[src/rtl/servo_slew_pkg.sv]
// Shared constants for the servo slew limiter: register offsets,
// STATUS bit positions and the STEP register width.
package servo_slew_pkg;

  localparam int STEP_W = 16;

  // Register offsets as decoded from PADDR[3:2]
  localparam logic [1:0] ADDR_XTGT = 2'd0;
  localparam logic [1:0] ADDR_YTGT = 2'd1;
  localparam logic [1:0] ADDR_STEP = 2'd2;
  localparam logic [1:0] ADDR_STAT = 2'd3;

  // STATUS read bits
  localparam int STAT_X_SETTLED = 0;
  localparam int STAT_Y_SETTLED = 1;
  localparam int STAT_PARITY    = 2;

  // STATUS write bits
  localparam int STAT_SNAP    = 0;
  localparam int STAT_IRQ_CLR = 1;

endpackage

[src/rtl/servo_slew_limiter_if.sv]
// APB3 bus bundle for the servo slew limiter.
// Handshake: zero wait state; a transfer commits in the access phase
// (PSEL & PENABLE), PREADY is always 1, PSLVERR and PRDATA are only
// meaningful while PSEL is high.
interface servo_slew_limiter_if;
  logic        PSEL;
  logic        PENABLE;
  logic        PWRITE;
  logic [31:0] PADDR;
  logic [31:0] PWDATA;
  logic        PREADY;
  logic        PSLVERR;
  logic [31:0] PRDATA;

  modport master (
    output PSEL, PENABLE, PWRITE, PADDR, PWDATA,
    input  PREADY, PSLVERR, PRDATA
  );

  modport slave (
    input  PSEL, PENABLE, PWRITE, PADDR, PWDATA,
    output PREADY, PSLVERR, PRDATA
  );
endinterface

[src/rtl/servo_slew_limiter_axis.sv]
// One servo axis: moves the current pulse width toward the target by at
// most step clocks per frame tick, or jumps straight to it on snap.
module slew_axis
  import servo_slew_pkg::*;
#(
  parameter int               POS_W  = 21,
  parameter logic [POS_W-1:0] CENTER = '0
) (
  input  logic              clk,
  input  logic              rst,
  input  logic [POS_W-1:0]  tgt,
  input  logic [STEP_W-1:0] step,
  input  logic              tick,
  input  logic              snap,
  output logic [POS_W-1:0]  cur,
  output logic              settled
);

  logic signed [POS_W:0] diff;
  logic        [POS_W:0] mag;
  logic        [POS_W:0] step_ext;
  logic [POS_W-1:0]      next_cur;

  // Signed distance to target and the rate-limited next position
  always_comb begin
    diff     = $signed({1'b0, tgt}) - $signed({1'b0, cur});
    mag      = diff[POS_W] ? -diff : diff;
    step_ext = {{(POS_W + 1 - STEP_W){1'b0}}, step};
    if (mag <= step_ext) begin
      next_cur = tgt;
    end else if (diff[POS_W]) begin
      next_cur = cur - step_ext[POS_W-1:0];
    end else begin
      next_cur = cur + step_ext[POS_W-1:0];
    end
  end

  // Position register: snap has priority over the frame update
  always_ff @(posedge clk or posedge rst) begin
    if (rst) begin
      cur <= CENTER;
    end else if (snap) begin
      cur <= tgt;
    end else if (tick) begin
      cur <= next_cur;
    end
  end

  assign settled = (cur == tgt);

endmodule

[src/rtl/servo_slew_limiter.sv]
// Servo slew limiter: APB3 slave holding X/Y targets and STEP; once per
// frame each axis moves toward its target by at most STEP clocks and a
// one-cycle pulse_vld strobe announces the new widths.
// Optional settle interrupt is enabled by defining SERVO_SLEW_IRQ_EN.
module servo_slew_limiter
  import servo_slew_pkg::*;
#(
  parameter int PWM_PERIOD = 2000000,
  parameter int POS_W      = 21,
  parameter int POS_MIN    = 100000,
  parameter int POS_MAX    = 200000,
  parameter int STEP_RST   = 1000
) (
  input  logic                PCLK,
  input  logic                PRESET,
  servo_slew_limiter_if.slave apb,
  output logic [POS_W-1:0]    x_pulse,
  output logic [POS_W-1:0]    y_pulse,
  output logic                pulse_vld,
  output logic                irq
);

  localparam int               CNT_W  = $clog2(PWM_PERIOD);
  localparam logic [POS_W-1:0] CENTER = POS_W'((POS_MIN + POS_MAX) / 2);

  logic [1:0]        reg_sel;
  logic              wr_en;
  logic              tgt_wr;
  logic              out_of_range;
  logic [POS_W-1:0]  tgt_data;
  logic              snap;
  logic              tick;
  logic [CNT_W-1:0]  count;
  logic              parity;
  logic [POS_W-1:0]  x_tgt;
  logic [POS_W-1:0]  y_tgt;
  logic [STEP_W-1:0] step;
  logic              x_settled;
  logic              y_settled;
  logic [31:0]       rd_data;
  logic              unused_addr;

  assign reg_sel      = apb.PADDR[3:2];
  assign unused_addr  = ^{apb.PADDR[31:4], apb.PADDR[1:0]};
  assign wr_en        = apb.PSEL & apb.PENABLE & apb.PWRITE;
  assign tgt_wr       = wr_en & ((reg_sel == ADDR_XTGT) | (reg_sel == ADDR_YTGT));
  assign out_of_range = (apb.PWDATA < 32'(POS_MIN)) || (apb.PWDATA > 32'(POS_MAX));
  assign snap         = wr_en & (reg_sel == ADDR_STAT) & apb.PWDATA[STAT_SNAP];
  assign tick         = (count == CNT_W'(PWM_PERIOD - 1));

  assign apb.PREADY   = 1'b1;
  assign apb.PSLVERR  = tgt_wr & out_of_range;

  // Clamp incoming target writes into the legal pulse range
  always_comb begin
    if (apb.PWDATA < 32'(POS_MIN)) begin
      tgt_data = POS_W'(POS_MIN);
    end else if (apb.PWDATA > 32'(POS_MAX)) begin
      tgt_data = POS_W'(POS_MAX);
    end else begin
      tgt_data = apb.PWDATA[POS_W-1:0];
    end
  end

  // Software-visible configuration registers
  always_ff @(posedge PCLK or posedge PRESET) begin
    if (PRESET) begin
      x_tgt <= CENTER;
      y_tgt <= CENTER;
      step  <= STEP_W'(STEP_RST);
    end else if (wr_en) begin
      case (reg_sel)
        ADDR_XTGT: x_tgt <= tgt_data;
        ADDR_YTGT: y_tgt <= tgt_data;
        ADDR_STEP: step  <= apb.PWDATA[STEP_W-1:0];
        default:   ;
      endcase
    end
  end

  // Free-running frame counter plus a parity bit that flips every frame
  always_ff @(posedge PCLK or posedge PRESET) begin
    if (PRESET) begin
      count  <= '0;
      parity <= 1'b0;
    end else if (tick) begin
      count  <= '0;
      parity <= ~parity;
    end else begin
      count  <= count + CNT_W'(1);
    end
  end

  // Update strobe; a snap coinciding with a tick yields one strobe, and a
  // request landing right after a strobe is folded into that strobe
  always_ff @(posedge PCLK or posedge PRESET) begin
    if (PRESET) begin
      pulse_vld <= 1'b0;
    end else begin
      pulse_vld <= (tick | snap) & ~pulse_vld;
    end
  end

  slew_axis #(.POS_W(POS_W), .CENTER(CENTER)) u_x_axis (
    .clk     (PCLK),
    .rst     (PRESET),
    .tgt     (x_tgt),
    .step    (step),
    .tick    (tick),
    .snap    (snap),
    .cur     (x_pulse),
    .settled (x_settled)
  );

  slew_axis #(.POS_W(POS_W), .CENTER(CENTER)) u_y_axis (
    .clk     (PCLK),
    .rst     (PRESET),
    .tgt     (y_tgt),
    .step    (step),
    .tick    (tick),
    .snap    (snap),
    .cur     (y_pulse),
    .settled (y_settled)
  );

  // Read mux, driven only during a selected read so the bus idles at 0
  always_comb begin
    rd_data = '0;
    if (apb.PSEL && !apb.PWRITE) begin
      case (reg_sel)
        ADDR_XTGT: rd_data = 32'(x_tgt);
        ADDR_YTGT: rd_data = 32'(y_tgt);
        ADDR_STEP: rd_data = 32'(step);
        default: begin
          rd_data[STAT_X_SETTLED] = x_settled;
          rd_data[STAT_Y_SETTLED] = y_settled;
          rd_data[STAT_PARITY]    = parity;
        end
      endcase
    end
  end

  assign apb.PRDATA = rd_data;

`ifdef SERVO_SLEW_IRQ_EN
  logic all_settled;
  logic settled_q;
  logic moved_q;
  logic irq_set;
  logic irq_clr;

  assign all_settled = x_settled & y_settled;
  assign irq_set     = all_settled & ~settled_q & moved_q;
  assign irq_clr     = wr_en & (reg_sel == ADDR_STAT) & apb.PWDATA[STAT_IRQ_CLR];

  // Settle interrupt: fires when both axes become settled after real motion
  always_ff @(posedge PCLK or posedge PRESET) begin
    if (PRESET) begin
      settled_q <= 1'b1;
      moved_q   <= 1'b0;
      irq       <= 1'b0;
    end else begin
      settled_q <= all_settled;
      if (irq_set) begin
        moved_q <= 1'b0;
      end else if (tick && !snap && !all_settled && (step != '0)) begin
        moved_q <= 1'b1;
      end
      irq <= irq_set | (irq & ~irq_clr);
    end
  end
`else
  assign irq = 1'b0;
`endif

endmodule

[src/flat_wrapper.sv]
// flat-port wrapper written by rule: the top's interface ports become plain ports
module servo_slew_limiter_flat import servo_slew_pkg::*;
#(
  parameter int PWM_PERIOD = 2000000,
  parameter int POS_W      = 21,
  parameter int POS_MIN    = 100000,
  parameter int POS_MAX    = 200000,
  parameter int STEP_RST   = 1000
)
  (PCLK, PRESET, x_pulse, y_pulse, pulse_vld, irq, apb_PSEL, apb_PENABLE, apb_PWRITE, apb_PADDR, apb_PWDATA, apb_PREADY, apb_PSLVERR, apb_PRDATA);
  servo_slew_limiter_if apb_i ();
  input  logic PCLK;
  input  logic PRESET;
  output logic [POS_W-1:0] x_pulse;
  output logic [POS_W-1:0] y_pulse;
  output logic pulse_vld;
  output logic irq;
  input wire logic [$bits(apb_i.PSEL)-1:0] apb_PSEL;
  input wire logic [$bits(apb_i.PENABLE)-1:0] apb_PENABLE;
  input wire logic [$bits(apb_i.PWRITE)-1:0] apb_PWRITE;
  input wire logic [$bits(apb_i.PADDR)-1:0] apb_PADDR;
  input wire logic [$bits(apb_i.PWDATA)-1:0] apb_PWDATA;
  output wire logic [$bits(apb_i.PREADY)-1:0] apb_PREADY;
  output wire logic [$bits(apb_i.PSLVERR)-1:0] apb_PSLVERR;
  output wire logic [$bits(apb_i.PRDATA)-1:0] apb_PRDATA;
  assign apb_i.PSEL = apb_PSEL;
  assign apb_i.PENABLE = apb_PENABLE;
  assign apb_i.PWRITE = apb_PWRITE;
  assign apb_i.PADDR = apb_PADDR;
  assign apb_i.PWDATA = apb_PWDATA;
  assign apb_PREADY = apb_i.PREADY;
  assign apb_PSLVERR = apb_i.PSLVERR;
  assign apb_PRDATA = apb_i.PRDATA;
  servo_slew_limiter #(.PWM_PERIOD(PWM_PERIOD), .POS_W(POS_W), .POS_MIN(POS_MIN), .POS_MAX(POS_MAX), .STEP_RST(STEP_RST)) u_core (.PCLK(PCLK), .PRESET(PRESET), .apb(apb_i), .x_pulse(x_pulse), .y_pulse(y_pulse), .pulse_vld(pulse_vld), .irq(irq));
endmodule
[config.mk]
export PLATFORM = sky130hd
export DESIGN_NAME = servo_slew_limiter_flat
export DESIGN_NICKNAME = d
export VERILOG_FILES = /design/src/rtl/servo_slew_pkg.sv /design/src/rtl/servo_slew_limiter_if.sv /design/src/rtl/servo_slew_limiter_axis.sv /design/src/rtl/servo_slew_limiter.sv /design/src/flat_wrapper.sv
export SDC_FILE = /design/constraint.sdc
export NUM_CORES = 1
export LEC_CHECK = 0
export ABC_AREA = 1
export BUFFER_PORTS_ARGS = -buffer_cell sky130_fd_sc_hd__buf_2
export CORE_MARGIN = 3
export CORE_UTILIZATION = 30
export DETAILED_ROUTE_END_ITERATION = 10
export GPL_ROUTABILITY_DRIVEN = 0
export PLACE_DENSITY = 0.49
export SLEW_MARGIN = 40
export SYNTH_ARGS = -nofsm -noshare
export SYNTH_HDL_FRONTEND = slang
export SYNTH_SLANG_ARGS = --single-unit
[constraint.sdc]
create_clock -name PCLK -period 10 [get_ports PCLK]
set_clock_uncertainty 0.1 [all_clocks]
set_input_delay 0.5 -clock PCLK [delete_from_list [all_inputs] [get_ports PCLK]]
set_output_delay 0.5 -clock PCLK [all_outputs]
set_load 0.02 [all_outputs]
==> metrics.txt, run 1 <==
hold_buf cts 0; final hold vios 0; worst-margin pin slew 0.980 ns; Yosys top cell by area nand2_1; Synth Flop Type dfrtp_1; Vias/cell 4.96; clk buf depth 2; number of port buffers 103; max-cap viol count 0; slowest stage delay, CP 0.85 ns; FILL cells 5084; Post-Layout Cell Count 2984; # H-tree levels 4; number of global-route vias before repair 13700; Final period util 0.606; WP data required 10.23 ns; CP Buf/Inv Count 6; Horiz. Die Dim 223 um; Area Overhead vs Synth 11.2%; Finish-stage setup viols 0; commonest non-fill, non-tap cells in the layout nand2_1 (701), inv_1 (363), nand3_1 (211); post-CTS setup buffers 0; Clock Pin Slew Worst Setup and Hold Paths 0.07 ns; WP data arrival 6.28 ns; remaining antenna violation count 0; CTS root buffer clkbuf_16; Mapped Avg Cell Area 6.16 sq um; #FFs+latches synth 123; standard-cell row count 78; DR vias 14800; ys async rst share 1.00; Setup Crit Path Kind flip-flop to flip-flop; Synth Cell Area 14100 sq um; Critical Path Most Common Cell nand2_1; fin crit period 6.06 ns; Synthesis Warnings 0; CP top delay family simple AND/OR/NAND/NOR gates; Pins Over Slew Limit 0; grt ovf 0; Total GRT Usage 0.200; worst vdd ir 0.000182 V; first-pass GRT wire length 78100 um; post-CTS resize count 0; slowest CP cell nor4_1; I/O pins 147; worst setup margin 3.94 ns; critical path endpoint category flip-flop; First-pass DRT Iterations 6; Detailed Route WL 50700 um; fmax 165 MHz; initial antenna violation count 2; area of the core 45900 sq um; DR WL/cell 17.0 um; Slew HR 0.341; drc violations 0; DIE HEIGHT 223 um; HP Class input pin to async pin; CP Max Fanout 28; ranking of synthesized cells by area nand2_1 (19%), dfrtp_1 (15%), ha_1 (10%); Leak 8.43 nW; status finished, final reports clean; commonest non-fill, non-tap cell in the layout nand2_1; worst skew pair latency 0.44 ns; Initial Util 0.307; fin nets 2561; Cell variety after synth 56; Synth top area share 0.187; CTS buffer count 17; Syn Inst Count 2287; Clock Sink Count 123; die area 49600 sq um; Post-DP HPWL 41600 um; Starting DRT DRC Count 1312; largest net degree at the start of global routing 67; unrepaired setup endpoints after global routing no; Setup TNS 0 ns; Seq/Total Area, Yosys 0.222; Cells after DPL 2951; Power Density 427 nW/um^2; fraction of layout cells with a size suffix above 1 0.105; CTS tree built; number of flops mapped to enable cells by yosys 0; Startpoint Class flip-flop; dpl ws 4.29 ns
## area by class of cell
type | count | area (sq um) | share of cell area
antenna | 1 | 2.50 | 0.000160
clock buffer | 18 | 439 | 0.0280
clock inverter | 14 | 123 | 0.00783
inverter | 377 | 1420 | 0.0908
multi-input combinational | 1738 | 9200 | 0.588
sequential | 123 | 3130 | 0.200
tap | 600 | 751 | 0.0479
timing repair buffer | 113 | 594 | 0.0380
## synth_stat cells (10+ instances only)
master    count
o22ai_1      14
nor4_1       15
dfstp_2      38
nor3_1       22
o21ai_0     118
nand2_2      21
ha_1        118
nand4_1      34
inv_1       364
clkbuf_1     27
nand3_1     211
nor2_2       10
nand2_1     701
nor2_1      187
buf_4        14
xor2_1       53
a21oi_1     116
xnor2_1      31
dfrtp_1      85
## final timing paths
check                                       startpoint                 endpoint  slack (ns)  cells after the start
worst max-delay path            u_core.u_x_axis.cur[7]  u_core.u_x_axis.cur[19]        3.94                     27
worst min-delay path                            PRESET  u_core.u_y_axis.cur[20]        0.03                      2
worst max register to register  u_core.u_x_axis.cur[7]  u_core.u_x_axis.cur[19]        3.94                     27
worst min register to register        u_core.pulse_vld         u_core.pulse_vld        0.39                      1
max in group asynchronous                       PRESET         u_core.count[19]        8.66                      3
min in group PCLK                        apb_PWDATA[2]           u_core.step[2]        0.22                      3
## sequential cells by signal (all words and copies together) (netlist names)
| name | count |
|---|---|
| u_core.step | 16 |
| u_core.count | 21 |
| u_core.y_tgt | 21 |
| u_core.u_y_axis.cur | 21 |
| u_core.parity | 1 |
| u_core.x_tgt | 21 |
| u_core.pulse_vld | 1 |
| u_core.u_x_axis.cur | 21 |
## stage by stage
step	utilization	instance area (sq um)	hold slack, ns	total power, mW
after global routing	0.341	15700	0.0747	7.47
final	0.341	15700	0.0303	6.69
after detailed placement	0.329	15100	0.389	6.03
after floorplan	-	14100	0.347	4.78
after global placement	0.329	15100	0.384	5.97
after CTS	0.341	15700	0.0563	6.68
## cells by family after synthesis
group	Yosys count	share of synthesized area
AND/OR/NAND/NOR	1234	0.376
buffers and inverters	437	0.129
AO/OA/AOI/OAI	285	0.110
flip-flops	123	0.222
adder cells (fa/ha/maj)	122	0.111
XOR/XNOR	84	0.0522
other	2	0.000533
## routing by layer
| layer | part of all wire | global-route usage | routed length, um | vias to the layer above |
|---|---|---|---|---|
| met5 | 0.00014 | 0 | 7 | - |
| li1 | - | - | - | 7455 |
| met1 | 0.48 | 0.285 | 24300 | 6843 |
| met4 | 0.023 | 0.0484 | 1180 | 2 |
| met2 | 0.44 | 0.320 | 22500 | 426 |
| met3 | 0.054 | 0.0289 | 2730 | 64 |
## report_power, final
group | leakage [nW] | internal (mW) | switching, mW
registers | 1.43 | 0.670 | 0.212
clock network | 0.264 | 0.348 | 0.260
logic | 6.74 | 1.87 | 3.33
No activity file was read; power rests on OpenSTA's default activity.
==> run 2: changes to the inputs <==
- PLACE_DENSITY: 0.49 -> 0.51
- clock period: 10 -> 4.86 ns (I/O delays scaled with it)
==> run 2 against run 1 <==
  * Critical path depth is 3 lower
  * Via count is 3.8% higher
  * Combinational power is 130% higher
  * Sequential share of layout area is 1.4 points lower
  * First-iteration DRC count is 14% higher
  * Count of clock-buffer cells in the layout stayed put
  * Die area stayed put
  * Fmax is 31% higher
  * Highest routed layer is now met4
  * Core utilization is 2.7 points higher
==> metrics.txt, run 2 (synthesis gave the netlist of run 1 again) <==
status finished, final reports clean; PnR Total Power 15.2 mW; fmax 217 MHz; fraction of layout cells with a size suffix above 1 0.156; WP data arrival 4.83 ns; I/O pins 147; critical path endpoint category flip-flop; hold path cells 3; HP Class input pin to flip-flop; number of port buffers 103; critical-path cell list inv_1, ha_1, nand2_1, nand2_1, nand2_1, nand2_1, a21oi_2, nand3b_1, and3_4, inv_2, buf_12, o21ai_0, ha_1, buf_4, a21oi_1, o21ai_0, a21oi_1, o21ai_0, nand3_1, nand2_1, xor2_1, nand3_1, nand3_1, nand2_1; Setup TNS 0 ns; grt ovf 0; drc violations 0; worst-margin pin slew 0.864 ns; first-pass GRT wire length 79600 um; Vias/cell 4.98; Power Density 900 nW/um^2; CTS root buffer clkbuf_16; Setup Crit Path Kind flip-flop to flip-flop; logic gate share of total power 0.794; Seq pwr share 0.111; FILL cells 5010; area of the core 45900 sq um; Startpoint Class flip-flop; Clk pwr share 0.095; First-pass DRT Iterations 6; DIE HEIGHT 223 um; unrepaired setup endpoints after global routing yes; final hold vios 0; switch share 0.545; worst vdd ir 0.000307 V; slowest CP cell dfstp_2; commonest non-fill, non-tap cell in the layout nand2_1; area of the multi-input gates 9500 sq um; worst skew pair latency 0.43 ns; CTS buffer count 17; DR WL/cell 17.4 um; Pins Over Slew Limit 0; largest net degree at the start of global routing 94; Finish-stage setup viols 0; Post-DP HPWL 42300 um; Horiz. Die Dim 223 um; Total GRT Usage 0.204; Detailed Route WL 53600 um; CTS tree built; slowest stage delay, CP 0.57 ns; fin nets 2656; standard-cell row count 78; die area 49600 sq um; P_sw 8.27 mW; Critical Path Most Common Cell nand2_1; Slew HR 0.422; fin crit period 4.62 ns; # H-tree levels 4; Leak 9.03 nW; Worst R2R Path Depth 24; initial antenna violation count 1; Power Internal 6.92 mW; commonest non-fill, non-tap cells in the layout nand2_1 (700), inv_1 (359), nand3_1 (204); Starting DRT DRC Count 1496; number of global-route vias before repair 14300; clk buf depth 2; Final period util 0.950; WP data required 5.07 ns; CP Max Fanout 18; DR vias 15300; Initial Util 0.307; Clock Pin Slew Worst Setup and Hold Paths 0.06 ns; remaining antenna violation count 0; Sequential Area 3130 sq um; Clock Sink Count 123; Area Overhead vs Synth 19.9%; max-cap viol count 0
run 2: worst paths after layout:
path | start | endpoint | slack (ns)
max in group asynchronous | PRESET | u_core.step[3] | 3.28
min reg2reg | u_core.pulse_vld | u_core.pulse_vld | 0.37
min in group asynchronous | PRESET | u_core.u_y_axis.cur[15] | 0.35
min | apb_PWDATA[12] | u_core.step[12] | 0.004
max reg2reg | u_core.u_x_axis.cur[6] | u_core.u_x_axis.cur[18] | 0.24
max | u_core.u_x_axis.cur[6] | u_core.u_x_axis.cur[18] | 0.24
run 2: area by class of cell:
class | instances | area share
timing repair buffer | 205 | 0.0839
multi-input combinational | 1741 | 0.562
clock buffer | 18 | 0.0260
clock inverter | 14 | 0.0130
sequential | 123 | 0.185
tap | 600 | 0.0445
antenna | 1 | 0.000148
inverter | 377 | 0.0850
run 2: power groups by stage:
stage	Clock (mW)	Combinational [mW]	Sequential, mW
2_1_floorplan	0	7.99	1.84
3_3_place_gp	0	11.0	1.70
3_5_place_dp	0	11.2	1.70
4_1_cts	1.47	11.3	1.69
5_1_grt	1.52	13.5	1.72
6_report	1.45	12.1	1.69
run 2: critical path, delay by kind of cell (launching register included):
kind	cells	cell delay, ns
AND/OR/NAND/NOR	11	1.10
buffers and inverters	4	0.43
XOR/XNOR	1	0.16
adder cells (fa/ha/maj)	2	0.66
flip-flops	1	0.57
AO/OA/AOI/OAI	6	1.44
run 2: timing repair:
| item | CTS | global route |
|---|---|---|
| resized for setup | 0 | 88 |
| hold buffers | 12 | 0 |
| endpoints found under the setup margin | 0 | 42 |
| hold endpoints to repair | 68 | 0 |
| setup buffers | 0 | 13 |
run 2: metal layers:
layer	vias up	track usage	routed length (um)
li1	7662	-	-
met1	7066	0.276	23900
met2	542	0.326	23900
met3	76	0.0427	4180
met4	0	0.0638	1630
met5	-	0	0
run 2: metrics by stage:
step	instance area (sq um)	setup slack [ns]	hold WS (ns)	util	instances
finish	16900	0.243	0.00409	0.368	3079
global route	16900	-0.0674	0.0197	0.368	3079
CTS	16400	0.104	0.000486	0.357	3059
detailed placement	15600	0.114	0.325	0.340	3015
global placement	15600	0.113	0.367	0.339	3015
floorplan	14100	0.366	0.260	-	2298
==> run 3: changes to the inputs <==
- CORE_UTILIZATION: 30 -> 45
- PLACE_DENSITY: 0.51 -> 0.69
==> run 3 against run 2 <==
  * Core utilization is 16 points higher
  * Critical path depth increased by 5
  * Sequential share of layout area is 0.77 points higher
  * Critical endpoint is now u_core.u_y_axis.cur[16]
  * Non-clock buffer count is 32 lower
==> metrics.txt, run 3 (synthesis gave the netlist of run 1 again) <==
Post-Layout Cell Count 2843; standard-cell row count 64; First-pass DRT Iterations 6; DIE HEIGHT 183 um; grt ovf 0; DR vias 15500; I/O pins 147; Final period util 0.959; Startpoint Class flip-flop; largest net degree at the start of global routing 64; CP Max Fanout 21; number of port buffers 103; slowest stage delay, CP 0.53 ns; slowest CP cell dfstp_2; Post-DP HPWL 37800 um; HP Class input pin to flip-flop; Clock Sink Count 123; WP data arrival 4.94 ns; Area Overhead vs Synth 15.1%; worst skew pair latency 0.44 ns; die area 33500 sq um; commonest non-fill, non-tap cells in the layout nand2_1 (699), inv_1 (360), nand3_1 (208); status finished, final reports clean; CP top delay family simple AND/OR/NAND/NOR gates; Horiz. Die Dim 183 um; Setup Crit Path Kind flip-flop to flip-flop; CTS tree built; Starting DRT DRC Count 1691; fraction of layout cells with a size suffix above 1 0.137; fmax 214 MHz; CTS root buffer clkbuf_16; remaining antenna violation count 0; CP Buf/Inv Count 5; Total GRT Usage 0.278; Setup TNS 0 ns; # H-tree levels 4; Finish-stage setup viols 0; CTS buffer count 17; drc violations 0; first-pass GRT wire length 74000 um; final hold vios 0; Detailed Route WL 48400 um; Clock Pin Slew Worst Setup and Hold Paths 0.06 ns; initial antenna violation count 1; Cells after DPL 2782; max-cap viol count 0; fin nets 2623; worst-margin pin slew 0.899 ns; Vias/cell 5.45; number of global-route vias before repair 14300; clk buf depth 2; WP data required 5.13 ns; Slew HR 0.398; area of the core 30700 sq um; Initial Util 0.458; DR WL/cell 17.0 um; critical path endpoint category flip-flop; commonest non-fill, non-tap cell in the layout nand2_1; fin crit period 4.66 ns; Pins Over Slew Limit 0
-- run 3: changes by cell type in the layout (fill, tap and decap cells not counted), sizes merged --
cell         delta
clkinv          -2
nand2           -1
diode           +1
inv             +3
buf            -34
clkbuf          +1
bufinv          -3
dlygate4sd3     +3
-- run 3: timing repair --
| item | CTS | global route |
|---|---|---|
| endpoints found under the setup margin | 0 | 42 |
| gates resized for setup | 0 | 61 |
| setup buffers | 0 | 8 |
| hold buffers | 15 | 0 |
| hold endpoints to repair | 37 | 0 |
-- run 3: final timing paths --
check	from	endpoint	slack (ns)	depth (start not counted)
worst max-delay path	u_core.u_y_axis.cur[6]	u_core.u_y_axis.cur[16]	0.20	29
worst max register to register	u_core.u_y_axis.cur[6]	u_core.u_y_axis.cur[16]	0.20	29
worst min register to register	u_core.pulse_vld	u_core.pulse_vld	0.32	1
worst min-delay path	apb_PWDATA[5]	u_core.step[5]	0.02	3
min in group asynchronous	PRESET	u_core.count[17]	0.24	3
max in group asynchronous	PRESET	u_core.u_y_axis.cur[2]	3.39	4
-- run 3: cell type report --
class,instances,area (sq um)
clock buffer,20,457
antenna,2,5.00
multi-input combinational,1740,9400
clock inverter,12,138
sequential,123,3130
timing repair buffer,173,1170
inverter,377,1430
tap,396,495
fill,3131,14500
-- run 3: per-layer routing --
| layer | routed length [um] | global-route usage | share of wire |
|---|---|---|---|
| met4 | 2050 | 0.115 | 0.042 |
| met3 | 4820 | 0.0589 | 0.10 |
| met2 | 20900 | 0.430 | 0.43 |
| met5 | 0 | 0 | 0 |
| met1 | 20600 | 0.378 | 0.43 |
-- run 3: tightest hold or removal path, delay by kind of cell --
| kind | cells | cell delay [ns] |
|---|---|---|
| buffers and inverters | 1 | 0.14 |
| and+or+nand+nor | 1 | 0.06 |
| AOI/OAI and AO/OA | 1 | 0.09 |
-- run 3: per-stage QoR --
step	util	instance area (sq um)	hold slack [ns]	worst slack (ns)
detailed placement	0.492	15100	0.160	0.0552
CTS	0.516	15900	0.0104	0.0327
floorplan	-	14100	0.260	0.366
finish	0.527	16200	0.0238	0.197
global placement	0.491	15100	0.153	0.176
global route	0.527	16200	0.0309	-0.0433
Power of run 3 is left out: the tool's default activity adds up to more than one toggle a clock period on the data nets, which glitch-free logic cannot reach.
